===== src/rtl/cpu_pkg.sv =====
// rtl/cpu_pkg.sv - shared condition-code and flag-index constants
// Purpose: ARM condition field encodings and NZCV bit positions used by the
//          execute-stage condition logic.
// Ports:   none (package)
package cpu_pkg;

  localparam logic [3:0] COND_EQ = 4'b0000;
  localparam logic [3:0] COND_NE = 4'b0001;
  localparam logic [3:0] COND_CS = 4'b0010;
  localparam logic [3:0] COND_CC = 4'b0011;
  localparam logic [3:0] COND_MI = 4'b0100;
  localparam logic [3:0] COND_PL = 4'b0101;
  localparam logic [3:0] COND_VS = 4'b0110;
  localparam logic [3:0] COND_VC = 4'b0111;
  localparam logic [3:0] COND_HI = 4'b1000;
  localparam logic [3:0] COND_LS = 4'b1001;
  localparam logic [3:0] COND_GE = 4'b1010;
  localparam logic [3:0] COND_LT = 4'b1011;
  localparam logic [3:0] COND_GT = 4'b1100;
  localparam logic [3:0] COND_LE = 4'b1101;
  localparam logic [3:0] COND_AL = 4'b1110;
  localparam logic [3:0] COND_NV = 4'b1111;

  localparam int FLAG_N = 3;
  localparam int FLAG_Z = 2;
  localparam int FLAG_C = 1;
  localparam int FLAG_V = 0;

endpackage


===== src/rtl/cond_check.sv =====
// rtl/cond_check.sv - combinational ARM condition evaluator
// Purpose: decide whether the Execute instruction runs, from the registered
//          NZCV flags and its 4-bit condition field.
// Ports:   CondE   in  4  condition field
//          Flags   in  4  registered {N,Z,C,V}
//          CondExE out 1  condition passed
// Config:  COND_NV_ALWAYS_EN - when defined, condition 1111 passes;
//          otherwise 1111 never executes.
module cond_check
  import cpu_pkg::*;
(
  input  logic [3:0] CondE,
  input  logic [3:0] Flags,
  output logic       CondExE
);

  logic n, z, c, v, ge;

  assign n  = Flags[FLAG_N];
  assign z  = Flags[FLAG_Z];
  assign c  = Flags[FLAG_C];
  assign v  = Flags[FLAG_V];
  assign ge = (n == v);

  always_comb begin
    CondExE = 1'b0;
    case (CondE)
      COND_EQ: CondExE = z;
      COND_NE: CondExE = ~z;
      COND_CS: CondExE = c;
      COND_CC: CondExE = ~c;
      COND_MI: CondExE = n;
      COND_PL: CondExE = ~n;
      COND_VS: CondExE = v;
      COND_VC: CondExE = ~v;
      COND_HI: CondExE = c & ~z;
      COND_LS: CondExE = ~c | z;
      COND_GE: CondExE = ge;
      COND_LT: CondExE = ~ge;
      COND_GT: CondExE = ~z & ge;
      COND_LE: CondExE = z | ~ge;
      COND_AL: CondExE = 1'b1;
`ifdef COND_NV_ALWAYS_EN
      COND_NV: CondExE = 1'b1;
`else
      COND_NV: CondExE = 1'b0;
`endif
      default: CondExE = 1'b0;
    endcase
  end

endmodule


===== src/rtl/cond_exec_stage.sv =====
// rtl/cond_exec_stage.sv - execute-stage condition unit, NZCV flags and EX/MEM register
// Purpose: gates Execute-stage side effects on the condition result, keeps the
//          architectural flags, and registers surviving results into Memory.
// Ports:   clk, reset (sync active-high); StallM, FlushM pipeline controls
//          CondE, FlagWriteE, RegWriteE, MemWriteE, MemtoRegE, PCSrcE, BranchE,
//          ALUFlags, ALUResultE, WriteDataE, WA3E  - Execute-stage inputs
//          CondExE, BranchTakenE, PCSrcGatedE       - combinational gates
//          Flags                                    - registered NZCV
//          RegWriteM, MemWriteM, MemtoRegM, PCSrcM, ALUOutM, WriteDataM, WA3M
// Config:  COND_NV_ALWAYS_EN (see cond_check) selects the behaviour of cond 1111.
module cond_exec_stage
  import cpu_pkg::*;
#(
  parameter int WIDTH = 32,
  parameter int RA_W  = 4
) (
  input  logic             clk,
  input  logic             reset,
  input  logic             StallM,
  input  logic             FlushM,
  input  logic [3:0]       CondE,
  input  logic [1:0]       FlagWriteE,
  input  logic             RegWriteE,
  input  logic             MemWriteE,
  input  logic             MemtoRegE,
  input  logic             PCSrcE,
  input  logic             BranchE,
  input  logic [3:0]       ALUFlags,
  input  logic [WIDTH-1:0] ALUResultE,
  input  logic [WIDTH-1:0] WriteDataE,
  input  logic [RA_W-1:0]  WA3E,
  output logic             BranchTakenE,
  output logic             PCSrcGatedE,
  output logic             CondExE,
  output logic [3:0]       Flags,
  output logic             RegWriteM,
  output logic             MemWriteM,
  output logic             MemtoRegM,
  output logic             PCSrcM,
  output logic [WIDTH-1:0] ALUOutM,
  output logic [WIDTH-1:0] WriteDataM,
  output logic [RA_W-1:0]  WA3M
);

  logic advance;

  cond_check u_cond_check (
    .CondE   (CondE),
    .Flags   (Flags),
    .CondExE (CondExE)
  );

  assign BranchTakenE = BranchE & CondExE;
  assign PCSrcGatedE  = PCSrcE & CondExE;

  // A flushed instruction never reaches Memory, so it must not touch flags either.
  assign advance = ~StallM & ~FlushM;

  always_ff @(posedge clk) begin
    if (reset) begin
      Flags <= 4'b0000;
    end else if (advance && CondExE) begin
      if (FlagWriteE[1]) begin
        Flags[FLAG_N] <= ALUFlags[FLAG_N];
        Flags[FLAG_Z] <= ALUFlags[FLAG_Z];
      end
      if (FlagWriteE[0]) begin
        Flags[FLAG_C] <= ALUFlags[FLAG_C];
        Flags[FLAG_V] <= ALUFlags[FLAG_V];
      end
    end
  end

  always_ff @(posedge clk) begin
    if (reset) begin
      RegWriteM  <= 1'b0;
      MemWriteM  <= 1'b0;
      MemtoRegM  <= 1'b0;
      PCSrcM     <= 1'b0;
      ALUOutM    <= '0;
      WriteDataM <= '0;
      WA3M       <= '0;
    end else if (StallM) begin
      // hold everything, including when FlushM is also asserted
    end else if (FlushM) begin
      // bubble: only control bits cleared, data fields are don't-care and hold
      RegWriteM <= 1'b0;
      MemWriteM <= 1'b0;
      MemtoRegM <= 1'b0;
      PCSrcM    <= 1'b0;
    end else begin
      RegWriteM  <= RegWriteE & CondExE;
      MemWriteM  <= MemWriteE & CondExE;
      MemtoRegM  <= MemtoRegE;
      PCSrcM     <= PCSrcE & CondExE;
      ALUOutM    <= ALUResultE;
      WriteDataM <= WriteDataE;
      WA3M       <= WA3E;
    end
  end

endmodule

===== config.mk =====
export PLATFORM = sky130hd
export DESIGN_NAME = cond_exec_stage
export DESIGN_NICKNAME = d
export VERILOG_FILES = /design/src/rtl/cpu_pkg.sv /design/src/rtl/cond_check.sv /design/src/rtl/cond_exec_stage.sv
export SDC_FILE = /design/constraint.sdc
export NUM_CORES = 1
export LEC_CHECK = 0
export CAP_MARGIN = 10
export CORE_ASPECT_RATIO = 0.5
export CORE_MARGIN = 2
export CORE_UTILIZATION = 34
export CTS_BUF_LIST = sky130_fd_sc_hd__clkbuf_8 sky130_fd_sc_hd__clkbuf_16
export CTS_CLUSTER_SIZE = 14
export DETAILED_ROUTE_END_ITERATION = 8
export PLACE_DENSITY = 0.77
export SETUP_SLACK_MARGIN = 0.1
export SLEW_MARGIN = 30
export SYNTH_ARGS = -nofsm -noshare
export SYNTH_HDL_FRONTEND = slang
export SYNTH_SLANG_ARGS = --single-unit

===== constraint.sdc =====
create_clock -name clk -period 2.3 [get_ports clk]
set_input_delay 0.575 -clock clk [delete_from_list [all_inputs] [get_ports clk]]
set_output_delay 0.575 -clock clk [all_outputs]
set_load 0.05 [all_outputs]

==> metrics.yaml <==
outcome: "finished with violations"
violations: "negative setup slack"
setup_ws_ns: -0.172
vias: 2950
critPathArrivalTime_ns: 1.90
grt_pass1_wl_mm: 13.2
p_leak_uw: 0.00190
drtIter0Drc: 173
synth_edf_count: 0
period_minus_slack_ns: 2.47
pin_count: 166
hold_buffers: 0
synth_nets: 444
viasPerCell: 4.61
insertion_delay_ns: 0.33
grt_util_all_layers_pct: 18.7
drive_gt1_share_pct: 9.47
drt-pass1-iter-count: 4
synth_seq_cells: 76
synth.top_cell.area_share_pct: 53.6
yosys_most_used_dff: "dfxtp_1"
cts.htree.levels: 3
slew-limit-headroom_pct: 63.4
antenna_found_initial: 0
layout.nets: 611
worstHoldPathType: "reg2reg"
grt_max_degree: 70
ys_types: 30
start_kind: "primary input"
syn_avg_cell_area_um2: 7.96
cts_root_buf: "clkbuf_16"
fin_crit_sh_pct: 107
std_cell_rows: 23
tritoncts: "done"
fmax_ghz: 0.405
drc: 0
coreArea_um2: 8060
insertedDiodeCount: 0
p_per_area_nw_per_um2: 673
cts_buffer_depth: 2
grt_pass1_vias: 2712
rsz0062_at_grt: "true"
synthArstFlopShare_pct: 0
dp_hpwl_mm: 6.09
initial_core_util_pct: 35.2
crit_type: "in2out"
worstPathRequired_ns: 1.73
endpoint_kind: "primary output"
area_growth_syn_to_layout_pct: 78.3
worst_clock_skew_ns: 0.00139
hold_violations: 0
synthCells: 357
io_buffers: 165
worst-slew-pin-transition_ns: 0.547
tns_ns: -0.502
ir_drop_mv: 0.494
gp_congestion: 0.780
dp_cells: 621
ant_nets: 0
cp_max_fo: 10
yosysTopAreaCell: "dfxtp_1"
dieArea_um2: 9150
cap_violations: 0
grt_overflow: 0
ys_seq_area_share_pct: 53.6
setup_violations: 3
die_h_um: 68.6
fillers: 693
synth_area_um2: 2840
wl_per_cell_um: 13.9
final_cells: 640
cts_made_buffers: 9
finalWirelength_mm: 8.88
die_w_um: 133
drv_slew: 0
ys_top_cells_by_area: "dfxtp_1, nand2_1, a21oi_1"
post-route-util_pct: 62.8
cts.clk_slew.worst_paths_ns: 0.05
ys.warnings.count: 0
cts_sinks: 76
## placed cells by master, fill, tap and decap left out, drive strengths merged, types with 2 or more instances in the layout
cell type / Yosys / routed
clkdlybuf4s50: 0 / 156
nand2: 138 / 138
dfxtp: 76 / 76
a21oi: 70 / 70
buf: 3 / 22
clkbuf: 22 / 11
nand2b: 9 / 9
mux2i: 6 / 6
inv: 2 / 5
nor2: 5 / 5
nor2b: 4 / 4
a32o: 3 / 3
and2: 2 / 2
nand3: 2 / 2
dlygate4sd2: 0 / 2
## critical path, stage by stage
cell	delay (ns)
buf_4	0.15
nand2b_1	0.16
mux2_4	0.28
a221oi_4	0.31
a21boi_4	0.11
and2_4	0.16
buf_12	0.14
## per-layer routing
metal / vias up / track usage, % / part of all wire [%]
li1: 1497 / - / -
met3: 15 / 5.12 / 3.3
met1: 1377 / 20.7 / 42
met5: - / 0 / 0
met2: 61 / 35.3 / 53
met4: 0 / 7.71 / 2.2
## kinds of logic (layout without fill, tap and decap cells)
kind of cell	count (synthesis)	count (layout)	share of synthesized area [%]
AND/OR/NAND/NOR	165	165	23.7
AO/OA/AOI/OAI	80	80	15.9
flip-flops	76	76	53.6
XOR/XNOR	2	2	0.617
multiplexers	7	7	2.51
buffers and inverters	27	198	3.74
## where the power goes
group	leakage [µW]	switching, µW	total [µW]	internal, µW
clock network	0.000141	494	1260	770
registers	0.000623	28.6	1400	1370
logic	0.00113	410	740	331
total	0.00190	933	3410	2480
## synthesized netlist by cell type, drive strengths merged, types with 2 or more instances
cell      n
and2      2
clkbuf   22
nor2      5
inv       2
a21oi    70
mux2i     6
nand2   138
nand2b    9
nand3     2
dfxtp    76
buf       3
a32o      3
nor2b     4
## stage by stage
| stage | setup WS [ns] | cell area [µm²] | hold slack, ns | total power, µW |
|---|---|---|---|---|
| after floorplan | -0.211 | 2890 | 0.598 | 1820 |
| after global placement | -0.693 | 4730 | 0.441 | 2150 |
| after detailed placement | -0.703 | 4730 | 0.446 | 2160 |
| after CTS | -0.225 | 5050 | 0.453 | 3450 |
| after global routing | -0.280 | 5060 | 0.466 | 3550 |
| final | -0.172 | 5060 | 0.452 | 3410 |
## area by class of cell
| type | instances | area, µm² | area share, % |
|---|---|---|---|
| sequential | 76 | 1530 | 30.2 |
| clock inverter | 4 | 18.8 | 0.371 |
| multi-input combinational | 254 | 1290 | 25.4 |
| tap | 112 | 140 | 2.77 |
| inverter | 2 | 7.51 | 0.148 |
| timing repair buffer | 181 | 1830 | 36.1 |
| clock buffer | 11 | 253 | 4.99 |
## path summary, 6_finish.rpt
path / start / cells past startpoint / to / slack [ns]
min: WriteDataM[6] / 2 / WriteDataM[6] / 0.45
max: CondE[0] / 7 / BranchTakenE / -0.17
min reg2reg: WriteDataM[6] / 2 / WriteDataM[6] / 0.45
max reg2reg: Flags[0] / 7 / Flags[1] / 0.52
## timing repair
item	in CTS	in global routing
setup endpoints to repair	8	4
cloned	0	0
setup buffers	3	1
resized for setup	20	2
pin swaps	9	5
hold endpoints to repair	0	0
## registers in the layout (all words and copies together), names as in the netlist
| register | cells |
|---|---|
| RegWriteM | 1 |
| WriteDataM | 32 |
| Flags | 4 |
| WA3M | 4 |
| PCSrcM | 1 |
| ALUOutM | 32 |
| MemWriteM | 1 |
| MemtoRegM | 1 |
No activity file was read; power rests on OpenSTA's default activity.
